--- config.mk ---
export PLATFORM = sky130hd
export DESIGN_NAME = switch_cfg_regs_flat
export DESIGN_NICKNAME = d
export VERILOG_FILES = /design/src/rtl/switch_cfg_pkg.sv /design/src/rtl/switch_cfg_regs_if.sv /design/src/rtl/switch_cfg_regfile.sv /design/src/rtl/switch_cfg_regs.sv /design/src/flat_wrapper.sv
export SDC_FILE = /design/constraint.sdc
export NUM_CORES = 1
export LEC_CHECK = 0
export CORE_UTILIZATION = 35
export CTS_CLUSTER_DIAMETER = 60
export DETAILED_ROUTE_END_ITERATION = 8
export DONT_BUFFER_PORTS = 1
export GPL_ROUTABILITY_DRIVEN = 0
export HOLD_SLACK_MARGIN = 0.08
export MAX_ROUTING_LAYER = met4
export PLACE_DENSITY = 0.58
export SLEW_MARGIN = 20
export SYNTH_ARGS = -nofsm -noshare
export SYNTH_HDL_FRONTEND = slang
export SYNTH_SLANG_ARGS = --single-unit
--- constraint.sdc ---
create_clock -name clk -period 2.6 [get_ports clk]
set_input_delay 0.78 -clock clk [delete_from_list [all_inputs] [get_ports clk]]
set_output_delay 0.78 -clock clk [all_outputs]
set_load 0.02 [all_outputs]
--- src/rtl/switch_cfg_pkg.sv ---
// switch_cfg_pkg: shared types and constants for the switch configuration
// bus slave (switch_cfg_regs) and its register file.
// The error counter is enabled by the SWITCH_CFG_ERR_CNT_EN macro; its
// address offset lives here so both builds see the same constant.
package switch_cfg_pkg;

    // Bus-slave FSM states. The encoding is fixed so legacy code that
    // compares against raw 2-bit values keeps working.
    typedef enum logic [1:0] {
        IDLE     = 2'd0,
        ACCESS   = 2'd1,
        ACK      = 2'd2,
        WAIT_REL = 2'd3
    } cfg_state_e;

    // Default location and content of the read-only ID register.
    localparam logic [7:0] DEF_ID_ADDR    = 8'h10;
    localparam logic [7:0] DEF_ID_VALUE   = 8'hA5;

    // The error counter sits directly above the ID register.
    localparam logic [7:0] ERR_CNT_OFFSET = 8'h01;

    // Encoding of mem_wr_rd_s.
    localparam logic MEM_WRITE = 1'b1;
    localparam logic MEM_READ  = 1'b0;

    // True when addr selects one of the num_ports port-address registers.
    function automatic logic is_port_addr(input logic [7:0] addr, input int num_ports);
        return ({24'd0, addr} < 32'(num_ports));
    endfunction

endpackage

--- src/rtl/switch_cfg_regs_if.sv ---
// switch_cfg_regs_if: memory configuration bus between the driver (master)
// and the switch-side register slave.
interface switch_cfg_regs_if;

    logic       mem_sel_en;
    logic [7:0] mem_addr;
    logic [7:0] mem_wr_data;
    logic       mem_wr_rd_s;
    logic [7:0] mem_rd_data;
    logic       mem_ack;

    modport master (
        output mem_sel_en,
        output mem_addr,
        output mem_wr_data,
        output mem_wr_rd_s,
        input  mem_rd_data,
        input  mem_ack
    );

    modport slave (
        input  mem_sel_en,
        input  mem_addr,
        input  mem_wr_data,
        input  mem_wr_rd_s,
        output mem_rd_data,
        output mem_ack
    );

endinterface

--- src/rtl/switch_cfg_regfile.sv ---
// switch_cfg_regfile: per-port destination-address registers with their
// "configured" flags. One shared index serves the write port and the
// combinational read mux, since an access only ever touches one register.
module switch_cfg_regfile #(
    parameter int NUM_PORTS = 4
) (
    input  logic                   clk,
    input  logic                   rst_n,
    input  logic                   wr_en,
    input  logic [7:0]             idx,
    input  logic [7:0]             wr_data,
    output logic [7:0]             rd_data,
    output logic [NUM_PORTS*8-1:0] port_addr,
    output logic [NUM_PORTS-1:0]   port_cfg_valid
);

    logic [NUM_PORTS-1:0][7:0] regs_q;
    logic [NUM_PORTS-1:0]      valid_q;

    assign port_addr      = regs_q;
    assign port_cfg_valid = valid_q;

    // Commit a write to the selected port register and mark it configured.
    // NOTE: this array is reset because the routing logic consumes it
    // directly; an unreset value would route traffic to random ports.
    always_ff @(posedge clk) begin
        if (!rst_n) begin
            regs_q  <= '0;
            valid_q <= '0;
        end else if (wr_en) begin
            for (int i = 0; i < NUM_PORTS; i++) begin
                if (idx == 8'(i)) begin
                    // NOTE: non-blocking so every flop in this block samples
                    // pre-edge values regardless of statement order.
                    regs_q[i]  <= wr_data;
                    valid_q[i] <= 1'b1;
                end
            end
        end
    end

    // Select the addressed port register; out-of-range indices read zero.
    always_comb begin
        // NOTE: default first so no path leaves rd_data unassigned (no latch).
        rd_data = 8'h00;
        for (int i = 0; i < NUM_PORTS; i++) begin
            if (idx == 8'(i)) begin
                rd_data = regs_q[i];
            end
        end
    end

endmodule

--- src/rtl/switch_cfg_regs.sv ---
// switch_cfg_regs: switch-side slave of the memory configuration bus.
// Holds NUM_PORTS destination-address registers plus a read-only ID
// register, acks every access with a one-cycle strobe, and accepts only
// one access per mem_sel_en assertion.
// Optional: define SWITCH_CFG_ERR_CNT_EN to add a saturating counter of
// accesses to unmapped addresses, readable (and cleared by a write) at
// ID_ADDR+1.
module switch_cfg_regs
    import switch_cfg_pkg::*;
#(
    parameter int         NUM_PORTS = 4,
    parameter logic [7:0] ID_ADDR   = DEF_ID_ADDR,
    parameter logic [7:0] ID_VALUE  = DEF_ID_VALUE
) (
    input  logic                   clk,
    input  logic                   rst_n,
    switch_cfg_regs_if.slave       bus,
    output logic [NUM_PORTS*8-1:0] port_addr,
    output logic [NUM_PORTS-1:0]   port_cfg_valid
);

    localparam logic [1:0] S_IDLE     = IDLE;
    localparam logic [1:0] S_ACCESS   = ACCESS;
    localparam logic [1:0] S_ACK      = ACK;
    localparam logic [1:0] S_WAIT_REL = WAIT_REL;

    logic [1:0] state_q;
    logic [7:0] lat_addr_q;
    logic [7:0] lat_data_q;
    logic       lat_wr_q;
    logic       ack_q;
    logic [7:0] rd_data_q;

    logic       port_hit;
    logic       id_hit;
    logic       unmapped;
    logic       rf_wr_en;
    logic [7:0] rf_rd_data;
    logic [7:0] rd_next;

    assign port_hit = is_port_addr(lat_addr_q, NUM_PORTS);
    assign id_hit   = (lat_addr_q == ID_ADDR);

`ifdef SWITCH_CFG_ERR_CNT_EN
    localparam logic [7:0] ERR_CNT_ADDR = ID_ADDR + ERR_CNT_OFFSET;

    logic       err_hit;
    logic [7:0] err_cnt_q;

    assign err_hit  = (lat_addr_q == ERR_CNT_ADDR);
    assign unmapped = !port_hit && !id_hit && !err_hit;
`else
    assign unmapped = !port_hit && !id_hit;
`endif

    // Port registers change only in ACCESS, so a write is visible from the
    // edge that also raises mem_ack.
    assign rf_wr_en = (state_q == S_ACCESS) && (lat_wr_q == MEM_WRITE) && port_hit;

    switch_cfg_regfile #(
        .NUM_PORTS (NUM_PORTS)
    ) u_regfile (
        .clk            (clk),
        .rst_n          (rst_n),
        .wr_en          (rf_wr_en),
        .idx            (lat_addr_q),
        .wr_data        (lat_data_q),
        .rd_data        (rf_rd_data),
        .port_addr      (port_addr),
        .port_cfg_valid (port_cfg_valid)
    );

    // Read data for the latched access; writes and unmapped reads return zero.
    always_comb begin
        rd_next = 8'h00;
        if (lat_wr_q == MEM_READ) begin
            if (port_hit) begin
                rd_next = rf_rd_data;
            end else if (id_hit) begin
                rd_next = ID_VALUE;
            end
`ifdef SWITCH_CFG_ERR_CNT_EN
            else if (err_hit) begin
                rd_next = err_cnt_q;
            end
`endif
        end
    end

    // Bus FSM: latch the request, complete it, ack once, then wait for release.
    always_ff @(posedge clk) begin
        if (!rst_n) begin
            state_q    <= S_IDLE;
            lat_addr_q <= 8'h00;
            lat_data_q <= 8'h00;
            lat_wr_q   <= MEM_READ;
            ack_q      <= 1'b0;
            rd_data_q  <= 8'h00;
        end else begin
            case (state_q)
                S_IDLE: begin
                    if (bus.mem_sel_en) begin
                        lat_addr_q <= bus.mem_addr;
                        lat_data_q <= bus.mem_wr_data;
                        lat_wr_q   <= bus.mem_wr_rd_s;
                        state_q    <= S_ACCESS;
                    end
                end
                S_ACCESS: begin
                    // Committed once latched: sel_en is not looked at here.
                    ack_q     <= 1'b1;
                    rd_data_q <= rd_next;
                    state_q   <= S_ACK;
                end
                S_ACK: begin
                    ack_q     <= 1'b0;
                    rd_data_q <= 8'h00;
                    state_q   <= bus.mem_sel_en ? S_WAIT_REL : S_IDLE;
                end
                S_WAIT_REL: begin
                    if (!bus.mem_sel_en) begin
                        state_q <= S_IDLE;
                    end
                end
                default: begin
                    state_q <= S_IDLE;
                end
            endcase
        end
    end

`ifdef SWITCH_CFG_ERR_CNT_EN
    // Count committed accesses to unmapped addresses, saturating at 8'hFF;
    // any write to the counter's own address clears it.
    always_ff @(posedge clk) begin
        if (!rst_n) begin
            err_cnt_q <= 8'h00;
        end else if (state_q == S_ACCESS) begin
            if ((lat_wr_q == MEM_WRITE) && err_hit) begin
                err_cnt_q <= 8'h00;
            end else if (unmapped && (err_cnt_q != 8'hFF)) begin
                err_cnt_q <= err_cnt_q + 8'h01;
            end
        end
    end
`endif

    assign bus.mem_ack     = ack_q;
    assign bus.mem_rd_data = rd_data_q;

endmodule

--- src/flat_wrapper.sv ---
// flat-port wrapper written by rule: the top's interface ports become plain ports
module switch_cfg_regs_flat import switch_cfg_pkg::*;
#(
    parameter int         NUM_PORTS = 4,
    parameter logic [7:0] ID_ADDR   = DEF_ID_ADDR,
    parameter logic [7:0] ID_VALUE  = DEF_ID_VALUE
)
  (clk, rst_n, port_addr, port_cfg_valid, bus_mem_sel_en, bus_mem_addr, bus_mem_wr_data, bus_mem_wr_rd_s, bus_mem_rd_data, bus_mem_ack);
  switch_cfg_regs_if bus_i ();
  input  logic clk;
  input  logic rst_n;
  output logic [NUM_PORTS*8-1:0] port_addr;
  output logic [NUM_PORTS-1:0] port_cfg_valid;
  input wire logic [$bits(bus_i.mem_sel_en)-1:0] bus_mem_sel_en;
  input wire logic [$bits(bus_i.mem_addr)-1:0] bus_mem_addr;
  input wire logic [$bits(bus_i.mem_wr_data)-1:0] bus_mem_wr_data;
  input wire logic [$bits(bus_i.mem_wr_rd_s)-1:0] bus_mem_wr_rd_s;
  output wire logic [$bits(bus_i.mem_rd_data)-1:0] bus_mem_rd_data;
  output wire logic [$bits(bus_i.mem_ack)-1:0] bus_mem_ack;
  assign bus_i.mem_sel_en = bus_mem_sel_en;
  assign bus_i.mem_addr = bus_mem_addr;
  assign bus_i.mem_wr_data = bus_mem_wr_data;
  assign bus_i.mem_wr_rd_s = bus_mem_wr_rd_s;
  assign bus_mem_rd_data = bus_i.mem_rd_data;
  assign bus_mem_ack = bus_i.mem_ack;
  switch_cfg_regs #(.NUM_PORTS(NUM_PORTS), .ID_ADDR(ID_ADDR), .ID_VALUE(ID_VALUE)) u_core (.clk(clk), .rst_n(rst_n), .bus(bus_i), .port_addr(port_addr), .port_cfg_valid(port_cfg_valid));
endmodule
==> summary.txt <==
post_cts resized: 0
RR Startpoint: u_core.lat_addr_q[7]
setup tns final: 0 ps
via count of the routed design: 2048
number of synthesis warnings: 0
H-tree levels: 3
Cells after Synth: 296
Post-DP HPWL: 4.65 mm
Yosys cell types: 39
PwrDens: 720 mW/mm^2
footprint of the multi-input gates: 0.00137 sq mm
Max Fanout on Critical Path: 8
Final Hold Violating Endpoints: 0
Cell Area, Synth: 0.00277 sq mm
Layout area overhead: 8.08%
status: complete, no violations
post-route minimum period: 1910 ps
CP startpoint: u_core.lat_addr_q[7]
initial antenna violation count: 0
Core Area: 0.00769 sq mm
Post-Route WL: 6.68 mm
die span in x: 91.0 um
post-layout util: 39.0%
Slew Viols, Final: 0
slowest CP cell: nand4_1
CP required: 2830 ps
leakage dissipation: 1.15 nW
slowest stage delay, CP: 480 ps
vias per cell: 5.16
fillers: 806
layout cell share with drive strength beyond 1: 10.8%
TritonCTS clock tree: yes
DIE AREA: 0.00828 sq mm
Setup CP Type: flop to flop
Wirelength per Cell: 16.8 um
Register Area: 0.00128 sq mm
Fmax: 0.524 GHz
clk sinks: 64
# DRC: 0
# setup viols final: 0
Yosys reg bits: 64
number of buffers created by CTS: 9
Die Y: 91.0 um
Root Buffer: clkbuf_8
Worst EP arrival: 2140 ps
Tot GR Track Use: 17.2%
DP Area: 0.00281 sq mm
clk_lat worst skew: 340 ps
Nets: 315
Synth area leaders: dfxtp_1, nand2_1, mux2i_1
total grt overflow: 0
leading area contributor after synthesis: dfxtp_1
initial core utilization: 36.1%
hold crit path type: flop to flop
Avg Synthesized Cell Area: 9.37 sq um
antenna diode count: 0
Routed Antenna Nets: 0
Worst Tran Pin Value: 652 ps
I/O Pins: 65
syn nets: 321
EDFF count, synth: 0
max_slew headroom: 56.4%
crit end category: flop
router iterations before antenna repair: 7
postcts setup bufs: 0
# port buffers: 0
Min-Delay Startpoint: u_core.lat_data_q[7]
vias in the first global route: 2016
Max-cap violations: 0
first-pass GRT wire length: 10.5 mm
register area share after synthesis: 46.2%
post-route clock period utilization: 73.4%
WHS: 501 ps
clock transition at the registers of the reported paths: 70 ps
FFs w/ async S/R, synth: 0%
Detailed Route Iter0 Violations: 113
row count: 32
largest net degree at the start of global routing: 72
crit start category: flop
final instance area: 0.00300 sq mm
Clock Path Buffers: 2
worst vdd ir: 228 uV
Max Clock Skew: 4.99 ps
RSZ-0062 raised after global routing: false
CP cell instances: nor3_4, nand4_1, buf_4, mux2i_1, nor2b_1
cts hold-fix bufs: 0
Post-synth top flop: dfxtp_1
area fraction of the dominant cell type after synthesis: 46.2%
-- where the power goes --
| group | total, mW | internal [mW] | leakage, nW | switching [mW] |
|---|---|---|---|---|
| sequential | 1.10 | 1.03 | 0.519 | 0.0753 |
| combinational | 0.270 | 0.103 | 0.535 | 0.166 |
| clock | 0.786 | 0.420 | 0.0992 | 0.366 |
| total | 2.16 | 1.55 | 1.15 | 0.608 |
-- per-stage QoR --
step | std cells | worst slack, ps | power [mW]
final | 397 | 692 | 2.16
after global routing | 397 | 481 | 2.26
after CTS | 397 | 673 | 2.18
after detailed placement | 381 | 706 | 1.40
after global placement | 381 | 693 | 1.39
after floorplan | 296 | 989 | 1.35
-- cell usage in the layout, fill, tap and decap left out, types with 5 or more instances in the layout --
master and n:
a21oi_1 5, a21boi_0 20, ha_1 5, o21ai_0 7, nand3_1 17, nor2b_1 21, mux2i_1 17, nand2_1 50
inv_1 6, clkbuf_8 12, dfxtp_1 64, o21ai_1 19
-- routing by layer --
metal / GRT usage, % / share of wire, % / vias to the layer above
li1: - / - / 1035
met1: 20.0 / 43 / 938
met2: 27.2 / 48 / 66
met3: 5.86 / 7.1 / 9
met4: 7.01 / 1.6 / 0
met5: - / 0 / -
-- path summary, 6_finish.rpt --
kind | endpoint | slack [ps] | cells past startpoint
max | u_core.u_regfile.port_addr[21] | 690 | 5
min | u_core.lat_data_q[7] | 500 | 2
max reg2reg | u_core.u_regfile.port_addr[21] | 690 | 5
min reg2reg | u_core.lat_data_q[7] | 500 | 2
-- critical path, delay by kind of cell (launching register included) --
kind	cells	cell delay, ps
buffers and inverters	1	340
DFF	1	350
muxes	1	150
and+or+nand+nor	3	950
-- cells by family after synthesis --
group	share of synthesized area, %
flops	46.2
fa+ha+maj	2.26
compound gates	16.3
simple gates	22.1
mux	8.57
buf+inv	4.51
-- state kept, by name (all words and copies together) (netlist names) --
signal                           count
u_core.u_regfile.port_addr          32
u_core.bus.mem_rd_data               8
u_core.lat_addr_q                    8
u_core.lat_data_q                    8
u_core.u_regfile.port_cfg_valid      4
u_core.state_q                       2
u_core.bus.mem_ack                   1
u_core.lat_wr_q                      1
-- cell usage after synthesis (2+ instances only) --
| cell type | count |
|---|---|
| a211oi_1 | 4 |
| buf_2 | 7 |
| and2_1 | 3 |
| dfxtp_1 | 64 |
| ha_1 | 5 |
| nor3_4 | 2 |
| a22oi_1 | 4 |
| o211a_1 | 2 |
| a21boi_0 | 20 |
| mux2i_1 | 17 |
| a21oi_1 | 5 |
| clkbuf_1 | 7 |
| o21ai_1 | 19 |
| or2_2 | 3 |
| buf_4 | 4 |
| a21boi_1 | 2 |
| a222oi_1 | 3 |
| nor2_1 | 2 |
| inv_1 | 6 |
| o21ai_0 | 7 |
| nand2_1 | 50 |
| and3_1 | 2 |
| mux2_2 | 4 |
| nand3_1 | 17 |
| nand4_1 | 3 |
| nor2b_1 | 21 |
-- cell type report --
cell class | count | share of cell area [%]
clock inverters | 3 | 0.501
clock buffers | 13 | 5.64
multi-input cells | 207 | 45.6
inverters | 6 | 0.752
repair buffers | 2 | 0.501
flip-flops and latches | 64 | 42.8
well taps | 102 | 4.26
No activity file was read; power rests on OpenSTA's default activity.
